==> src/rtl/regfile_writeback.sv <==
// regfile_writeback: in-order write-back queue that drives the register file's single write port.
// Accepts load (priority) and ALU results, retires one write per cycle, and reports pending
// writes for RAW hazard detection. Optional feature macro REGFILE_WB_BYPASS_EN adds forwarding
// outputs carrying the youngest queued data for each query address.
module regfile_writeback #(
    parameter int unsigned WORDSIZE = 64,
    parameter int unsigned DEPTH    = 4
) (
    input  logic                clk,
    input  logic                reset,
    input  logic                mem_valid,
    output logic                mem_ready,
    input  logic [4:0]          mem_rd,
    input  logic [WORDSIZE-1:0] mem_data,
    input  logic                alu_valid,
    output logic                alu_ready,
    input  logic [4:0]          alu_rd,
    input  logic [WORDSIZE-1:0] alu_data,
    output logic                rf_write_en,
    output logic [4:0]          rf_write_addr,
    output logic [WORDSIZE-1:0] rf_write_data,
    input  logic [4:0]          query_addr_a,
    input  logic [4:0]          query_addr_b,
    output logic                hazard_a,
    output logic                hazard_b,
`ifdef REGFILE_WB_BYPASS_EN
    output logic                fwd_valid_a,
    output logic                fwd_valid_b,
    output logic [WORDSIZE-1:0] fwd_data_a,
    output logic [WORDSIZE-1:0] fwd_data_b,
`endif
    output logic                wb_empty
);

    localparam int unsigned AW = $clog2(DEPTH);
    localparam logic [AW:0] FULL_COUNT = DEPTH[AW:0];

    logic [4:0]          rd_q   [DEPTH];
    logic [WORDSIZE-1:0] data_q [DEPTH];
    logic [AW-1:0]       rd_ptr_q, rd_ptr_d;
    logic [AW-1:0]       wr_ptr_q, wr_ptr_d;
    logic [AW:0]         count_q, count_d;

    logic                not_full;
    logic                accept_mem;
    logic                accept_alu;
    logic                push;
    logic                pop;
    logic [4:0]          push_rd;
    logic [WORDSIZE-1:0] push_data;
    logic [AW-1:0]       scan_idx;

    // Handshake: ready depends only on registered occupancy; the load path has fixed priority.
    always_comb begin
        not_full   = (count_q < FULL_COUNT);
        mem_ready  = not_full;
        alu_ready  = not_full && !mem_valid;
        accept_mem = mem_valid && mem_ready;
        accept_alu = alu_valid && alu_ready;
        push_rd    = accept_mem ? mem_rd : alu_rd;
        push_data  = accept_mem ? mem_data : alu_data;
        // Writes to x0 complete the handshake but are never queued.
        push       = (accept_mem || accept_alu) && (push_rd != 5'd0);
        pop        = (count_q != '0);
    end

    // Next-state for pointers and occupancy.
    always_comb begin
        rd_ptr_d = pop ? rd_ptr_q + 1'b1 : rd_ptr_q;
        wr_ptr_d = push ? wr_ptr_q + 1'b1 : wr_ptr_q;
        count_d  = count_q;
        if (push && !pop) begin
            count_d = count_q + 1'b1;
        end else if (!push && pop) begin
            count_d = count_q - 1'b1;
        end
    end

    // Queue control state; reset discards any queued writes.
    always_ff @(posedge clk or negedge reset) begin
        if (!reset) begin
            rd_ptr_q <= '0;
            wr_ptr_q <= '0;
            count_q  <= '0;
        end else begin
            rd_ptr_q <= rd_ptr_d;
            wr_ptr_q <= wr_ptr_d;
            count_q  <= count_d;
        end
    end

    // Entry storage; contents are only meaningful while covered by count_q.
    always_ff @(posedge clk) begin
        if (push) begin
            rd_q[wr_ptr_q]   <= push_rd;
            data_q[wr_ptr_q] <= push_data;
        end
    end

    // Drain the head every cycle it exists; outputs are zero while empty.
    always_comb begin
        wb_empty      = (count_q == '0);
        rf_write_en   = !wb_empty;
        rf_write_addr = wb_empty ? 5'd0 : rd_q[rd_ptr_q];
        rf_write_data = wb_empty ? '0 : data_q[rd_ptr_q];
    end

    // Scan valid entries oldest to youngest so the last match is the youngest write.
    always_comb begin
        hazard_a = 1'b0;
        hazard_b = 1'b0;
        scan_idx = '0;
`ifdef REGFILE_WB_BYPASS_EN
        fwd_data_a = '0;
        fwd_data_b = '0;
`endif
        for (int k = 0; k < DEPTH; k++) begin
            if (k[AW:0] < count_q) begin
                scan_idx = rd_ptr_q + k[AW-1:0];
                if (query_addr_a != 5'd0 && rd_q[scan_idx] == query_addr_a) begin
                    hazard_a = 1'b1;
`ifdef REGFILE_WB_BYPASS_EN
                    fwd_data_a = data_q[scan_idx];
`endif
                end
                if (query_addr_b != 5'd0 && rd_q[scan_idx] == query_addr_b) begin
                    hazard_b = 1'b1;
`ifdef REGFILE_WB_BYPASS_EN
                    fwd_data_b = data_q[scan_idx];
`endif
                end
            end
        end
`ifdef REGFILE_WB_BYPASS_EN
        fwd_valid_a = hazard_a;
        fwd_valid_b = hazard_b;
`endif
    end

endmodule

==> config.mk <==
export PLATFORM = sky130hd
export DESIGN_NAME = regfile_writeback
export DESIGN_NICKNAME = d
export VERILOG_FILES = /design/src/rtl/regfile_writeback.sv
export SDC_FILE = /design/constraint.sdc
export NUM_CORES = 1
export LEC_CHECK = 0
export CAP_MARGIN = 0
export CELL_PAD_IN_SITES_DETAIL_PLACEMENT = 0
export CELL_PAD_IN_SITES_GLOBAL_PLACEMENT = 2
export CORE_MARGIN = 2
export CORE_UTILIZATION = 40
export CTS_BUF_LIST = sky130_fd_sc_hd__clkbuf_8
export CTS_CLUSTER_DIAMETER = 80
export CTS_CLUSTER_SIZE = 12
export DETAILED_ROUTE_END_ITERATION = 8
export GPL_ROUTABILITY_DRIVEN = 0
export PLACE_DENSITY = 0.88
export SLEW_MARGIN = 10
export SYNTH_ARGS = -nofsm -noshare
export SYNTH_HDL_FRONTEND = slang
export SYNTH_SLANG_ARGS = --single-unit
==> constraint.sdc <==
create_clock -name clk -period 4.3 [get_ports clk]
set_clock_uncertainty 0.05 [all_clocks]
set_input_delay 0.86 -clock clk [delete_from_list [all_inputs] [get_ports clk]]
set_output_delay 0.86 -clock clk [all_outputs]
set_load 0.005 [all_outputs]
==> flow_metrics.py, run 1 <==
metrics = {
    "drt": {
        "dr.pass1.iters": 4,
        "antenna_left": 0,
        "drt_wl_total_mm": 26.7,
        "drt_iter0_drc": 317,
        "viasPerCell": 5.13,
        "via_count": 6890,
        "route.detailed.drc": 0,
        "wl_per_cell_um": 19.9,
    },
    "sta": {
        "rsz0062_at_grt": "no",
        "min_period_ps": 4050,
        "setup_viol": 0,
        "final_hold_viol_count": 0,
        "fmax_mhz": 247,
        "slew_headroom": 0.554,
        "final_max_slew_viol_count": 0,
        "fin_crit_sh": 0.942,
        "tns_ps": 0,
        "worst_pin_slew_ps": 669,
    },
    "critical_path": {
        "crit_arrival_ps": 3140,
        "crit_required_ps": 3390,
        "cp_cell_sequence": "buf_8, mux2i_1, xnor2_1, nor3_2, a22oi_1, o32ai_1, a22o_1, clkdlybuf4s50_1",
        "max_stage_delay_ps": 650,
        "r2r_setup_slack_ps": 1300,
        "critical_path.endpoint_type": "output port",
        "reg2reg_from": "count_q[2]",
        "critPathLaunchType": "flip-flop",
        "critical_path_class": "flip-flop to output port",
        "cpLargestDelayFamily": "buffers and inverters",
        "reg2reg_depth": 6,
        "r2r-end": "data_q[0][60]",
        "critical_path_depth": 8,
        "worstPathMaxFanout": 17,
        "slowest_stage": "dfrtp_4",
        "path_buf_inv": 2,
    },
    "outcome": {
        "status": "finished clean",
    },
    "floorplanning": {
        "die-area_mm2": 0.0335,
        "placementRows": 65,
        "ios": 227,
        "fp.dieW_um": 183,
        "die_h_um": 183,
        "core_area_mm2": 0.0316,
        "start_util": 0.406,
    },
    "cells_and_area": {
        "fillers": 2599,
        "antenna_cells": 0,
        "final_layout_size_suffix_gt1_frac": 0.218,
        "fin_area_mm2": 0.0160,
        "nets": 1080,
        "area_delta_synth_final_pct": 25.1,
    },
    "synthesis": {
        "ys.warnings.count": 0,
        "ys_types": 39,
        "syn_area_mm2": 0.0128,
        "synth-seq-cells": 283,
        "netlist_instances": 694,
        "synth.most_common_cell": "edfxtp_1",
        "syn_area_per_cell_um2": 18.5,
        "synth_edf_count": 276,
        "yosysTopAreaCell": "edfxtp_1",
        "synthTopCellsByCount": "276 x edfxtp_1, 73 x mux4_2, 68 x mux2_2, 67 x nor2b_1, 37 x xnor2_1",
        "async_flop_share": 0.0247,
        "yosys.area.top_type_share": 0.647,
        "synthTopCellsByArea": "edfxtp_1 65%, mux4_2 13%, mux2_2 6.0%, nor2b_1 3.3%, xnor2_1 2.5%",
        "syn_nets": 855,
        "synth_ff_type": "edfxtp_1",
        "yosysSeqAreaShare": 0.661,
    },
    "clock_tree": {
        "clk_latency_ps": 550,
        "postCtsHoldBufs": 0,
        "cts_buffers": 27,
        "htreeDepth": 1,
        "cts.reportedPaths.clkPinSlew_ps": 90,
        "cts.sinks": 283,
        "clock-root-buffer": "clkbuf_8",
        "cts_buffer_depth": 3,
        "cts_tree": "done",
    },
    "power_and_ir_drop": {
        "cellPowerDensity_mw_per_mm2": 639,
        "peakVddDrop_mv": 0.263,
        "power.leakage_nw": 5.34,
    },
    "place": {
        "dpl.hpwl_mm": 17.0,
        "io_buffers": 226,
        "place_area_mm2": 0.0155,
    },
    "global_routing": {
        "grt_max_degree": 70,
        "antenna_found_initial": 0,
        "grt_pass1_vias": 7330,
        "grt_pass1_wl_mm": 41.3,
        "gr-usage-all-layers": 0.161,
        "overflow": 0,
    },
    "hold_path": {
        "hp-class": "input pin to asynchronous set/reset pin",
    },
    "flow_run": {
        "maxCapViolations": 0,
    },
}
stage by stage:
step / instances / hold WS [ps] / utilization / setup slack, ps / power, mW
after floorplan: 694 / 464 / - / 429 / 6.87
after global placement: 1291 / 509 / 0.493 / 364 / 8.92
after detailed placement: 1291 / 522 / 0.493 / 373 / 8.95
after CTS: 1341 / 493 / 0.507 / 123 / 10.4
after global routing: 1342 / 506 / 0.508 / 49.3 / 10.9
final: 1342 / 522 / 0.508 / 251 / 10.2
worst max path at each step:
stage / startpoint / slack, ps / endpoint
3_5_place_dp: query_addr_b[0] / 370 / hazard_b
6_report: rd_ptr_q[1] / 250 / hazard_b
5_1_grt: rd_ptr_q[1] / 50 / hazard_b
4_1_cts: rd_ptr_q[1] / 120 / hazard_b
3_3_place_gp: query_addr_b[0] / 360 / hazard_b
2_1_floorplan: mem_valid / 430 / data_q[0][0]
metal layers:
metal / vias to the layer above / GRT usage / part of all wire
met5: - / 0 / 0
li1: 3156 / - / -
met1: 3496 / 0.211 / 0.42
met3: 33 / 0.0433 / 0.078
met2: 205 / 0.272 / 0.49
met4: 0 / 0.0317 / 0.014
worst register-to-register path: cells and delay by family (launching register included):
kind,cells,cell delay (ps)
mux,1,340
flops,1,530
buf+inv,1,290
simple gates,4,1280
cell type report:
| cell class | instances | area [um2] | area share |
|---|---|---|---|
| sequential | 283 | 8470 | 0.529 |
| multi-input combinational | 359 | 4100 | 0.256 |
| timing repair buffer | 242 | 2460 | 0.154 |
| tap | 402 | 503 | 0.0314 |
| clock buffer | 27 | 372 | 0.0232 |
| clock inverter | 23 | 93.8 | 0.00586 |
| inverter | 6 | 22.5 | 0.00141 |
state kept, by name, summed over array words and instances, names as in the netlist:
signal    flops
wr_ptr_q      2
count_q       3
rd_ptr_q      2
data_q      256
rd_q         20
logic make-up (layout without fill, tap and decap cells):
family	Yosys count	count (layout)	synth area share
mux	173	173	0.216
simple gates	111	111	0.0518
buf+inv	52	298	0.0206
fa+ha+maj	9	9	0.00879
xor+xnor	51	51	0.0349
compound gates	15	15	0.00713
flops	283	283	0.661
report_power, final:
part | internal, mW | total (mW) | switching (mW) | leakage, nW
Clock | 0.588 | 1.44 | 0.851 | 0.306
Sequential | 3.83 | 4.06 | 0.231 | 2.60
Combinational | 2.61 | 4.75 | 2.13 | 2.43
what timing repair did:
item / in CTS / in global routing
setup buffers: 0 / 1
gates resized for setup: 0 / 0
endpoints found under the setup margin: 0 / 2
placed cells by master, fill, tap and decap left out, types with 2 or more instances in the layout:
| cell type | Yosys | routed |
|---|---|---|
| clkdlybuf4s50_1 | 0 | 226 |
| nand2_1 | 8 | 8 |
| clkbuf_8 | 0 | 27 |
| edfxtp_1 | 276 | 276 |
| nor4_1 | 5 | 5 |
| clkinvlp_4 | 0 | 2 |
| a22oi_1 | 2 | 2 |
| mux2i_1 | 24 | 24 |
| nor2b_1 | 67 | 67 |
| inv_1 | 6 | 26 |
| nor3_2 | 2 | 2 |
| a21oi_1 | 7 | 7 |
| dfrtp_1 | 7 | 5 |
| xor2_1 | 14 | 14 |
| and2_4 | 0 | 4 |
| ha_1 | 9 | 9 |
| mux2_2 | 68 | 68 |
| nor3_1 | 5 | 5 |
| and2_1 | 7 | 3 |
| xnor2_1 | 37 | 37 |
| buf_4 | 2 | 9 |
| nor2_1 | 8 | 8 |
| dfrtp_4 | 0 | 2 |
| mux2_4 | 3 | 3 |
| nand3_1 | 3 | 3 |
| mux4_2 | 73 | 73 |
| o21ai_0 | 2 | 2 |
| buf_12 | 1 | 6 |
| mux2i_2 | 5 | 5 |
(Power assumes the default switching activity.)
==> run 2: changes to the inputs <==
GPL_ROUTABILITY_DRIVEN = 1   (was 0)
==> run 2 against run 1 <==
  * Clock power is 3% lower
  * Via count fell by 0.80%
  * Cell area about the same
  * Worst setup slack got worse by 24 ps
  * Utilization is essentially flat
  * Critical endpoint unchanged
  * Worst hold slack hardly changed
  * Highest routed layer unchanged
  * Critical path depth stayed put
  * Largest cell class unchanged
  * Wire length rose by 1.0%
  * Count of clock-buffer cells in the layout stayed put
  * Final cell count shrank 0.75%
==> flow_metrics.py, run 2 (synthesis results as in run 1) <==
metrics = {
    "power_and_ir_drop": {
        "intPower_mw": 7.03,
        "cellPowerDensity_mw_per_mm2": 640,
        "combPwrFrac": 0.468,
        "switching_power_mw": 3.21,
        "p_sw_frac": 0.313,
        "power.leakage_nw": 5.29,
        "pwr-share-clk": 0.136,
        "peakVddDrop_mv": 0.329,
        "seqPwrFrac": 0.396,
    },
    "place": {
        "post-place-cells": 1292,
        "gp_congestion": 0.925,
        "dpl.hpwl_mm": 17.6,
        "io_buffers": 226,
    },
    "global_routing": {
        "busiest_layer": "met2",
        "grt_util_met2": 0.275,
        "overflow": 0,
        "grt_pass1_vias": 7271,
        "gr-usage-all-layers": 0.163,
        "antenna_found_initial": 0,
        "grt_max_degree": 70,
        "grt_pass1_wl_mm": 42.2,
        "grt_use_met1": 0.214,
        "gr-usage-met3": 0.0447,
    },
    "drt": {
        "drt_iter0_drc": 379,
        "drt_wl_total_mm": 27.0,
        "route.detailed.drc": 0,
        "via_count": 6835,
        "antenna_left": 0,
        "viasPerCell": 5.13,
        "dr.pass1.iters": 4,
        "wl_per_cell_um": 20.3,
    },
    "sta": {
        "slew_headroom": 0.492,
        "final_hold_viol_count": 0,
        "fin_crit_sh": 0.947,
        "final_max_slew_viol_count": 0,
        "setup_viol": 0,
        "fmax_mhz": 246,
        "worst_pin_slew_ps": 762,
        "min_period_ps": 4070,
        "rsz0062_at_grt": "no",
        "tns_ps": 0,
    },
    "critical_path": {
        "critical_path.endpoint_type": "output port",
        "crit_required_ps": 3390,
        "critPathLaunchType": "flip-flop",
        "critical_path_class": "flip-flop to output port",
        "crit_arrival_ps": 3160,
        "worstPathMaxFanout": 17,
    },
    "floorplanning": {
        "die-area_mm2": 0.0335,
        "core_area_mm2": 0.0316,
        "ios": 227,
        "die_h_um": 183,
        "placementRows": 65,
        "start_util": 0.406,
        "fp.dieW_um": 183,
    },
    "clock_tree": {
        "cts.reportedPaths.clkPinSlew_ps": 80,
        "cts_tree": "done",
        "cts_resized": 0,
        "cts.sinks": 283,
        "cts_buffer_depth": 3,
        "clk_latency_ps": 550,
        "htreeDepth": 1,
        "postCtsHoldBufs": 0,
        "clock-root-buffer": "clkbuf_8",
        "cts_buffers": 27,
        "cts_setup_buffers": 0,
    },
    "cells_and_area": {
        "antenna_cells": 0,
        "largestRegisters": "data_q (256), rd_q (20), count_q (3)",
        "regMostFlops": "data_q",
        "area_delta_synth_final_pct": 25.1,
        "finalNonFillerCells": 1332,
        "nets": 1081,
        "fillers": 2606,
        "final_cell_mix": "276 x edfxtp_1, 226 x clkdlybuf4s50_1, 73 x mux4_2",
        "layout_commonest_cell": "edfxtp_1",
        "largest_register_ffs": 256,
        "final_layout_size_suffix_gt1_frac": 0.222,
    },
    "flow_run": {
        "maxCapViolations": 0,
    },
    "outcome": {
        "status": "finished clean",
    },
    "hold_path": {
        "hp-class": "input pin to asynchronous set/reset pin",
    },
}
## run 2: through the flow
stage | hold slack [ps] | power [mW] | util | instance area [um2] | setup WS (ps)
6_report | 522 | 10.2 | 0.507 | 16000 | 227
5_1_grt | 519 | 10.9 | 0.507 | 16000 | 38.1
4_1_cts | 499 | 10.4 | 0.507 | 16000 | 101
3_5_place_dp | 527 | 8.99 | 0.494 | 15600 | 412
3_3_place_gp | 499 | 8.95 | 0.494 | 15600 | 394
2_1_floorplan | 464 | 6.87 | - | 12800 | 429
## run 2: power by group through the flow
stage / Sequential, mW / Combinational [mW] / Clock (mW)
3_5_place_dp: 4.16 / 4.83 / 0
5_1_grt: 4.13 / 5.22 / 1.56
6_report: 4.06 / 4.79 / 1.39
4_1_cts: 4.10 / 4.86 / 1.46
3_3_place_gp: 4.12 / 4.83 / 0
2_1_floorplan: 4.03 / 2.84 / 0
## run 2: cell type report
type	count	area (um2)	share of cell area
well taps	402	503	0.0314
multi-input cells	359	4100	0.256
clock buffers	27	372	0.0232
repair buffers	243	2500	0.156
flip-flops and latches	283	8470	0.529
clock inverters	12	52.6	0.00328
inverters	6	22.5	0.00141
## run 2: critical path, stage by stage, from the launching register on
cell and delay [ps]:
dfrtp_4 630, buf_8 230, mux2i_2 330, xnor2_1 130, nor3_1 200, a22oi_1 110
o32ai_1 290, a22o_1 190, clkdlybuf4s50_1 490
## run 2: path summary, 6_finish.rpt
check	from	endpoint	slack (ps)	cells past startpoint
min	reset	count_q[1]	520	1
min reg2reg	count_q[1]	count_q[1]	540	2
max in group asynchronous	reset	rd_ptr_q[0]	3390	1
max reg2reg	count_q[2]	data_q[0][44]	1320	6
min in group clk	count_q[1]	count_q[1]	540	2
max	rd_ptr_q[1]	hazard_b	230	8
## run 2: per-layer routing
| layer | vias to the layer above | part of all wire |
|---|---|---|
| met5 | - | 0 |
| met4 | 0 | 0.018 |
| met3 | 40 | 0.075 |
| met2 | 202 | 0.48 |
| met1 | 3451 | 0.42 |
| li1 | 3142 | - |
